## src/rtl/keypad_encoder_pkg.sv

```systemverilog
// -----------------------------------------------------------------------------
// keypad_encoder_pkg
// Shared definitions for the keypad encoder slice:
//   - 2-bit FSM state encoding used by keypad_encoder
//   - one-hot key index to BCD table and the helpers built on it
//   - saturating 8-bit increment used by the debounce/release counter
// No ports (package).
// -----------------------------------------------------------------------------
package keypad_encoder_pkg;

    localparam int unsigned NUM_KEYS = 10;

    typedef enum logic [1:0] {
        ST_IDLE         = 2'd0,
        ST_DEBOUNCE     = 2'd1,
        ST_LOAD         = 2'd2,
        ST_WAIT_RELEASE = 2'd3
    } kp_state_e;

    // BCD value presented for each key line index.
    localparam logic [3:0] KEY_BCD [NUM_KEYS] = '{
        4'd0, 4'd1, 4'd2, 4'd3, 4'd4, 4'd5, 4'd6, 4'd7, 4'd8, 4'd9
    };

    // OR of the table entries selected by the vector; exact for one-hot input.
    function automatic logic [3:0] onehot_to_bcd(input logic [NUM_KEYS-1:0] vec);
        logic [3:0] bcd;
        bcd = 4'd0;
        for (int k = 0; k < NUM_KEYS; k++) begin
            bcd = bcd | (KEY_BCD[k] & {4{vec[k]}});
        end
        return bcd;
    endfunction

    // Number of asserted key lines (at most 10, fits in 4 bits).
    function automatic logic [3:0] count_ones(input logic [NUM_KEYS-1:0] vec);
        logic [3:0] sum;
        sum = 4'd0;
        for (int k = 0; k < NUM_KEYS; k++) begin
            sum = sum + {3'd0, vec[k]};
        end
        return sum;
    endfunction

    // Counter increment that sticks at all-ones instead of wrapping.
    function automatic logic [7:0] sat_inc(input logic [7:0] value);
        return (value == 8'hFF) ? value : (value + 8'd1);
    endfunction

endpackage

```

## src/rtl/keypad_sync.sv

```systemverilog
// -----------------------------------------------------------------------------
// keypad_sync
// Brings the asynchronous key lines into the CLK domain through a two-flop
// synchronizer and classifies the synchronized vector.
// Ports:
//   CLK          in   system clock, rising edge
//   clearn       in   asynchronous active-low reset
//   keypad[9:0]  in   raw active-high key lines (asynchronous)
//   key_vec      out  synchronized key vector (registered)
//   key_valid    out  exactly one line set
//   key_released out  no line set
//   key_invalid  out  two or more lines set
//   key_code     out  BCD index of the set line (meaningful when key_valid)
// -----------------------------------------------------------------------------
module keypad_sync
    import keypad_encoder_pkg::*;
(
    input  logic                CLK,
    input  logic                clearn,
    input  logic [NUM_KEYS-1:0] keypad,
    output logic [NUM_KEYS-1:0] key_vec,
    output logic                key_valid,
    output logic                key_released,
    output logic                key_invalid,
    output logic [3:0]          key_code
);

    logic [NUM_KEYS-1:0] meta_r;
    logic [NUM_KEYS-1:0] sync_r;
    logic [3:0]          ones_s;

    // Two-flop synchronizer; only sync_r is allowed to feed decisions.
    always_ff @(posedge CLK or negedge clearn) begin
        if (!clearn) begin
            meta_r <= {NUM_KEYS{1'b0}};
            sync_r <= {NUM_KEYS{1'b0}};
        end else begin
            meta_r <= keypad;
            sync_r <= meta_r;
        end
    end

    // Classify the synchronized vector by how many lines are set.
    always_comb begin
        ones_s       = count_ones(sync_r);
        key_valid    = (ones_s == 4'd1);
        key_released = (ones_s == 4'd0);
        key_invalid  = (ones_s > 4'd1);
        key_code     = onehot_to_bcd(sync_r);
    end

    assign key_vec = sync_r;

endmodule

```

## src/rtl/keypad_encoder.sv

```systemverilog
// -----------------------------------------------------------------------------
// keypad_encoder
// Debounces a 10-key keypad and hands each accepted key to the timer as a BCD
// digit with a one-cycle active-low load strobe.
// Ports:
//   CLK          in   system clock, rising edge
//   clearn       in   asynchronous active-low reset
//   keypad[9:0]  in   raw active-high key lines (asynchronous)
//   enablen      in   active-low entry enable; high blocks new keys
//   digit[3:0]   out  BCD of the last accepted key (held between strobes)
//   loadn        out  active-low load strobe, one cycle per accepted key
//   key_err      out  high while more than one synchronized line is set
// Parameter:
//   DEBOUNCE_CYCLES  stable cycles required to accept a key / a release (1..255)
// Build option:
//   KEYPAD_DEBOUNCE_EN  when defined, DEBOUNCE_CYCLES is honoured; otherwise
//                       the press and release filters each take one cycle so
//                       simulations run quickly.
// -----------------------------------------------------------------------------
module keypad_encoder
    import keypad_encoder_pkg::*;
#(
    parameter int unsigned DEBOUNCE_CYCLES = 16
) (
    input  logic                CLK,
    input  logic                clearn,
    input  logic [NUM_KEYS-1:0] keypad,
    input  logic                enablen,
    output logic [3:0]          digit,
    output logic                loadn,
    output logic                key_err
);

    // Out-of-range settings are clamped into 1..255 so the counter can reach them.
    localparam logic [7:0] DB_CFG = (DEBOUNCE_CYCLES < 32'd1)   ? 8'd1   :
                                    (DEBOUNCE_CYCLES > 32'd255) ? 8'd255 :
                                    8'(DEBOUNCE_CYCLES);
`ifdef KEYPAD_DEBOUNCE_EN
    localparam logic [7:0] DB_COUNT = DB_CFG;
`else
    // Fast build: both filters capped at a single cycle.
    localparam logic [7:0] DB_COUNT = (DB_CFG > 8'd1) ? 8'd1 : DB_CFG;
`endif

    logic [NUM_KEYS-1:0] key_vec_s;
    logic                key_valid_s;
    logic                key_released_s;
    logic                key_invalid_s;
    logic [3:0]          key_code_s;

    kp_state_e           state_r;
    logic [7:0]          cnt_r;
    logic [NUM_KEYS-1:0] onehot_r;
    logic [3:0]          code_r;
    logic [3:0]          digit_r;
    logic                loadn_r;
    logic                key_err_r;

    logic [7:0]          cnt_inc_s;
    logic                cnt_done_s;
    logic                vec_match_s;

    keypad_sync u_sync (
        .CLK          (CLK),
        .clearn       (clearn),
        .keypad       (keypad),
        .key_vec      (key_vec_s),
        .key_valid    (key_valid_s),
        .key_released (key_released_s),
        .key_invalid  (key_invalid_s),
        .key_code     (key_code_s)
    );

    // Next counter value and the "filter satisfied" condition it implies.
    always_comb begin
        cnt_inc_s   = sat_inc(cnt_r);
        cnt_done_s  = (cnt_inc_s >= DB_COUNT);
        vec_match_s = (key_vec_s == onehot_r);
    end

    // Encoder FSM with its counter and all output registers.
    always_ff @(posedge CLK or negedge clearn) begin
        if (!clearn) begin
            state_r   <= ST_IDLE;
            cnt_r     <= 8'd0;
            onehot_r  <= {NUM_KEYS{1'b0}};
            code_r    <= 4'd0;
            digit_r   <= 4'd0;
            loadn_r   <= 1'b1;
            key_err_r <= 1'b0;
        end else begin
            key_err_r <= key_invalid_s;
            // Strobe is high unless this edge enters LOAD.
            loadn_r   <= 1'b1;
            case (state_r)
                ST_IDLE: begin
                    cnt_r <= 8'd0;
                    if (key_valid_s && !enablen) begin
                        state_r  <= ST_DEBOUNCE;
                        onehot_r <= key_vec_s;
                        code_r   <= key_code_s;
                    end else begin
                        state_r  <= ST_IDLE;
                    end
                end
                ST_DEBOUNCE: begin
                    // A changed vector covers release, another key and multi-key.
                    if (enablen || !vec_match_s) begin
                        state_r <= ST_IDLE;
                        cnt_r   <= 8'd0;
                    end else if (cnt_done_s) begin
                        state_r <= ST_LOAD;
                        cnt_r   <= 8'd0;
                        digit_r <= code_r;
                        loadn_r <= 1'b0;
                    end else begin
                        state_r <= ST_DEBOUNCE;
                        cnt_r   <= cnt_inc_s;
                    end
                end
                ST_LOAD: begin
                    // Strobe completes regardless of enablen.
                    state_r <= ST_WAIT_RELEASE;
                    cnt_r   <= 8'd0;
                end
                ST_WAIT_RELEASE: begin
                    if (!key_released_s) begin
                        state_r <= ST_WAIT_RELEASE;
                        cnt_r   <= 8'd0;
                    end else if (cnt_done_s) begin
                        state_r <= ST_IDLE;
                        cnt_r   <= 8'd0;
                    end else begin
                        state_r <= ST_WAIT_RELEASE;
                        cnt_r   <= cnt_inc_s;
                    end
                end
                default: begin
                    state_r <= ST_IDLE;
                    cnt_r   <= 8'd0;
                end
            endcase
        end
    end

    assign digit   = digit_r;
    assign loadn   = loadn_r;
    assign key_err = key_err_r;

endmodule
```

## config.mk

```make
export PLATFORM = sky130hd
export DESIGN_NAME = keypad_encoder
export DESIGN_NICKNAME = d
export VERILOG_FILES = /design/src/rtl/keypad_encoder_pkg.sv /design/src/rtl/keypad_sync.sv /design/src/rtl/keypad_encoder.sv
export SDC_FILE = /design/constraint.sdc
export NUM_CORES = 1
export LEC_CHECK = 0
export CORE_ASPECT_RATIO = 2
export CORE_UTILIZATION = 40
export DETAILED_ROUTE_END_ITERATION = 10
export PLACE_DENSITY = 0.66
export SLEW_MARGIN = 30
export SYNTH_ARGS = -nofsm -noshare
export SYNTH_HDL_FRONTEND = slang
export SYNTH_SLANG_ARGS = --single-unit
```

## constraint.sdc

```tcl
create_clock -name CLK -period 11.95 [get_ports CLK]
set_clock_uncertainty 0.15 [all_clocks]
set_input_delay 1.7925 -clock CLK [delete_from_list [all_inputs] [get_ports CLK]]
set_output_delay 1.7925 -clock CLK [all_outputs]
set_load 0.05 [all_outputs]
```

==> flow_summary.toml <==
[final_layout]
design_area_um2 = 2390
area_growth_syn_to_layout_pct = 17.2
antennaDiodeCount = 0
fraction_of_final_layout_cells_sized_beyond_drive_strength_1_pct = 20.4
final_net_count = 191
finalNonFillerCells = 224

[clocking]
ctsHtreeMaxLevel = 2
clock_insertion_delay_worst_skew_ps = 300
post_cts_repair_timing_setup_buffer_count = 0
cts_resized = 0
cts-buffers-inserted = 5
cts.reportedPaths.clkPinSlew_ps = 80
clk_path_buf_depth = 2
cts_tree = "done"
cts.sink_count = 50
clk_root_buffer_cell = "sky130_fd_sc_hd__clkbuf_8"
hold_buffers = 0

[sta]
rsz0062_at_grt = "no"
tightest_slew_ps = 706
finalCritPeriodShare_pct = 40.2
worst_hold_margin_ps = 198
timing.final.crit_period_ps = 4810
setup_viol_count_final = 0
timing.fmax_mhz = 208
hold_violations = 0
fin_tns_setup_ps = 0
slew_headroom_pct = 52.9
report.final.slew_viol_count = 0

[synth]
ys.flop_type = "sky130_fd_sc_hd__dfrtp_1"
synth-seq-area-share_pct = 61.3
yosys_warnings = 0
synth_area_um2 = 2040
synth_cell_type_count = 31
synth-edff-count = 0
synth-async-reset-ratio_pct = 100
postSynthCellCount = 136
average_cell_area_after_synthesis_um2 = 15.0
number_of_register_bits_inferred_by_synthesis = 50

[critical_path]
cp_slowest_stage_delay_ps = 590
setup.worst_path.end = "onehot_r[6]"
timing.critical_path.cells = "ha_1 > inv_1 > fa_1 > fa_1 > fa_1 > fa_1 > fa_1 > and4bb_2 > a41oi_2 > nand2b_1 > mux2_2"
critical_path.reg2reg.startpoint = "u_sync.key_vec[0]"
timing_worst_setup_path_type = "flop to flop"
crit_slowest_cell = "sky130_fd_sc_hd__nand2b_1"
timing.critical_path.from = "u_sync.key_vec[0]"
startpoint_type_of_the_worst_setup_path = "flop"
r2r_cells = 11
critPathCaptureType = "flop"
setup.reg_to_reg.worst_slack_ps = 7140
timing.critical_path.arrival_ps = 4840
worst_path_most_repeated_cell = "sky130_fd_sc_hd__fa_1"
critical_path.reg2reg.endpoint = "onehot_r[6]"
path_max_fanout = 15
cp_data_required_time_ps = 11990

[routing]
postRouteAntennaNets = 0
first_pass_iters = 4
remaining_drc_errors = 0
wl_per_cell_um = 13.9
detailroute.via_count = 1092
via_per_inst = 4.88
totalWireLength_mm = 3.10
detailed_route_iter0_violations = 11

[place]
portBuffers = 18
placed_cells_incl_taps = 216
dpl.hpwl_mm = 2.39
postPlaceCellArea_um2 = 2300
finalWeightedCongestion = 0.858

[floorplan]
core.rowCount = 36
start_util_pct = 41.6
design.die.area_um2 = 5420
dieHeight_um = 103
top_level_ports = 19
die_width_um = 52.5
core_area_um2 = 4910

[power_and_ir_drop]
power.density_nw_per_um2 = 174
power_leakage_nw = 1.13
vdd.ir_drop.worst_uv = 99.6

[global_route]
grt_pass1_wl_mm = 5.30
grt_util_all_layers_pct = 14.2
grt_remaining_overflow = 0
largest_net_degree_at_the_start_of_global_routing = 51
grt_pass1_vias = 1223
antenna_found_initial = 0

[worst_hold_path]
worstHoldPathCells = 0
hold_path_class = "flop to flop"

[run]
cap_violations = 0

[status]
outcome = "completed"
[critical path, delay by kind of cell, from the launching register on]
kind	cells	cell delay (ps)
fa+ha+maj	6	2590
mux	1	410
buf+inv	1	90
simple gates	2	840
compound gates	1	180
flops	1	420
[report_power, final]
group          internal (mW)  leakage [nW]  total, mW  switching, mW
Combinational         0.0522         0.493      0.101         0.0486
Sequential             0.200         0.595      0.219         0.0190
Clock                 0.0465        0.0472     0.0980         0.0515
Total                  0.299          1.13      0.418          0.119
[state kept, by name, indices dropped and copies added, names as in the netlist]
register and cells:
cnt_r 8, code_r 4, digit 4, key_err 1, loadn 1, onehot_r 10
state_r 2, u_sync.key_vec 10, u_sync.meta_r 10
[metal layers]
metal	routed length (um)	track usage, %	vias to the layer above
met2	1810	25.8	29
met5	0	0	-
met1	1020	12.5	547
met3	89	3.24	15
met4	185	11.5	0
li1	-	-	501
[cell usage after synthesis (2+ instances only)]
library cell / count / share of area [%]
sky130_fd_sc_hd__dfrtp_1: 49 / 60
sky130_fd_sc_hd__fa_1: 6 / 5.9
sky130_fd_sc_hd__ha_1: 6 / 3.7
sky130_fd_sc_hd__inv_1: 16 / 2.9
sky130_fd_sc_hd__mux2_2: 17 / 9.4
sky130_fd_sc_hd__nand2b_1: 2 / 0.61
sky130_fd_sc_hd__nand4_1: 2 / 0.61
sky130_fd_sc_hd__nor2_1: 2 / 0.37
sky130_fd_sc_hd__nor3_1: 4 / 0.98
sky130_fd_sc_hd__o21ai_0: 2 / 0.49
sky130_fd_sc_hd__xor2_1: 10 / 4.3
[placed cells by master, fill, tap and decap left out, types with 2 or more instances in the layout]
master                            netlist  final
sky130_fd_sc_hd__clkbuf_8               0      6
sky130_fd_sc_hd__clkdlybuf4s50_1        0     17
sky130_fd_sc_hd__conb_1                 1      8
sky130_fd_sc_hd__dfrtp_1               49     49
sky130_fd_sc_hd__fa_1                   6      6
sky130_fd_sc_hd__ha_1                   6      6
sky130_fd_sc_hd__inv_1                 16     16
sky130_fd_sc_hd__mux2_2                17     17
sky130_fd_sc_hd__nand2b_1               2      2
sky130_fd_sc_hd__nand4_1                2      2
sky130_fd_sc_hd__nor2_1                 2      2
sky130_fd_sc_hd__nor3_1                 4      4
sky130_fd_sc_hd__o21ai_0                2      2
sky130_fd_sc_hd__xor2_1                10     10
[per-stage QoR]
stage | util (%) | power [mW] | setup slack (ps)
floorplan | - | 0.297 | 7670
global placement | 46.8 | 0.316 | 7320
detailed placement | 46.8 | 0.325 | 7140
CTS | 48.8 | 0.424 | 7130
global route | 48.8 | 0.444 | 6970
finish | 48.8 | 0.418 | 7140
[logic make-up (layout without fill, tap and decap cells)]
group / count (synthesis) / in the layout / share of synthesized area, %
AOI/OAI and AO/OA: 5 / 5 / 2.20
xor gates and xnor gates: 10 / 10 / 4.29
adders and majority gates: 12 / 12 / 9.55
buffers and inverters: 18 / 42 / 3.86
DFF: 50 / 50 / 61.3
muxes: 18 / 18 / 9.86
other: 1 / 8 / 0.184
and+or+nand+nor: 22 / 22 / 8.76
[layout make-up]
| type | instances | area [um2] |
|---|---|---|
| clock buffers | 6 | 82.6 |
| inverters | 16 | 60.1 |
| well taps | 57 | 71.3 |
| flip-flops and latches | 50 | 1250 |
| fillers | 437 | 2510 |
| multi-input cells | 75 | 738 |
| clock inverters | 2 | 12.5 |
| repair buffers | 18 | 178 |
[worst min-delay path by stage]
stage / from / endpoint / slack (ps)
floorplan: u_sync.meta_r[0] / u_sync.key_vec[0] / 180
global placement: u_sync.meta_r[5] / u_sync.key_vec[5] / 180
detailed placement: u_sync.meta_r[1] / u_sync.key_vec[1] / 180
CTS: u_sync.meta_r[1] / u_sync.key_vec[1] / 200
global route: u_sync.meta_r[1] / u_sync.key_vec[1] / 210
finish: u_sync.meta_r[1] / u_sync.key_vec[1] / 200
(Power assumes the default switching activity.)
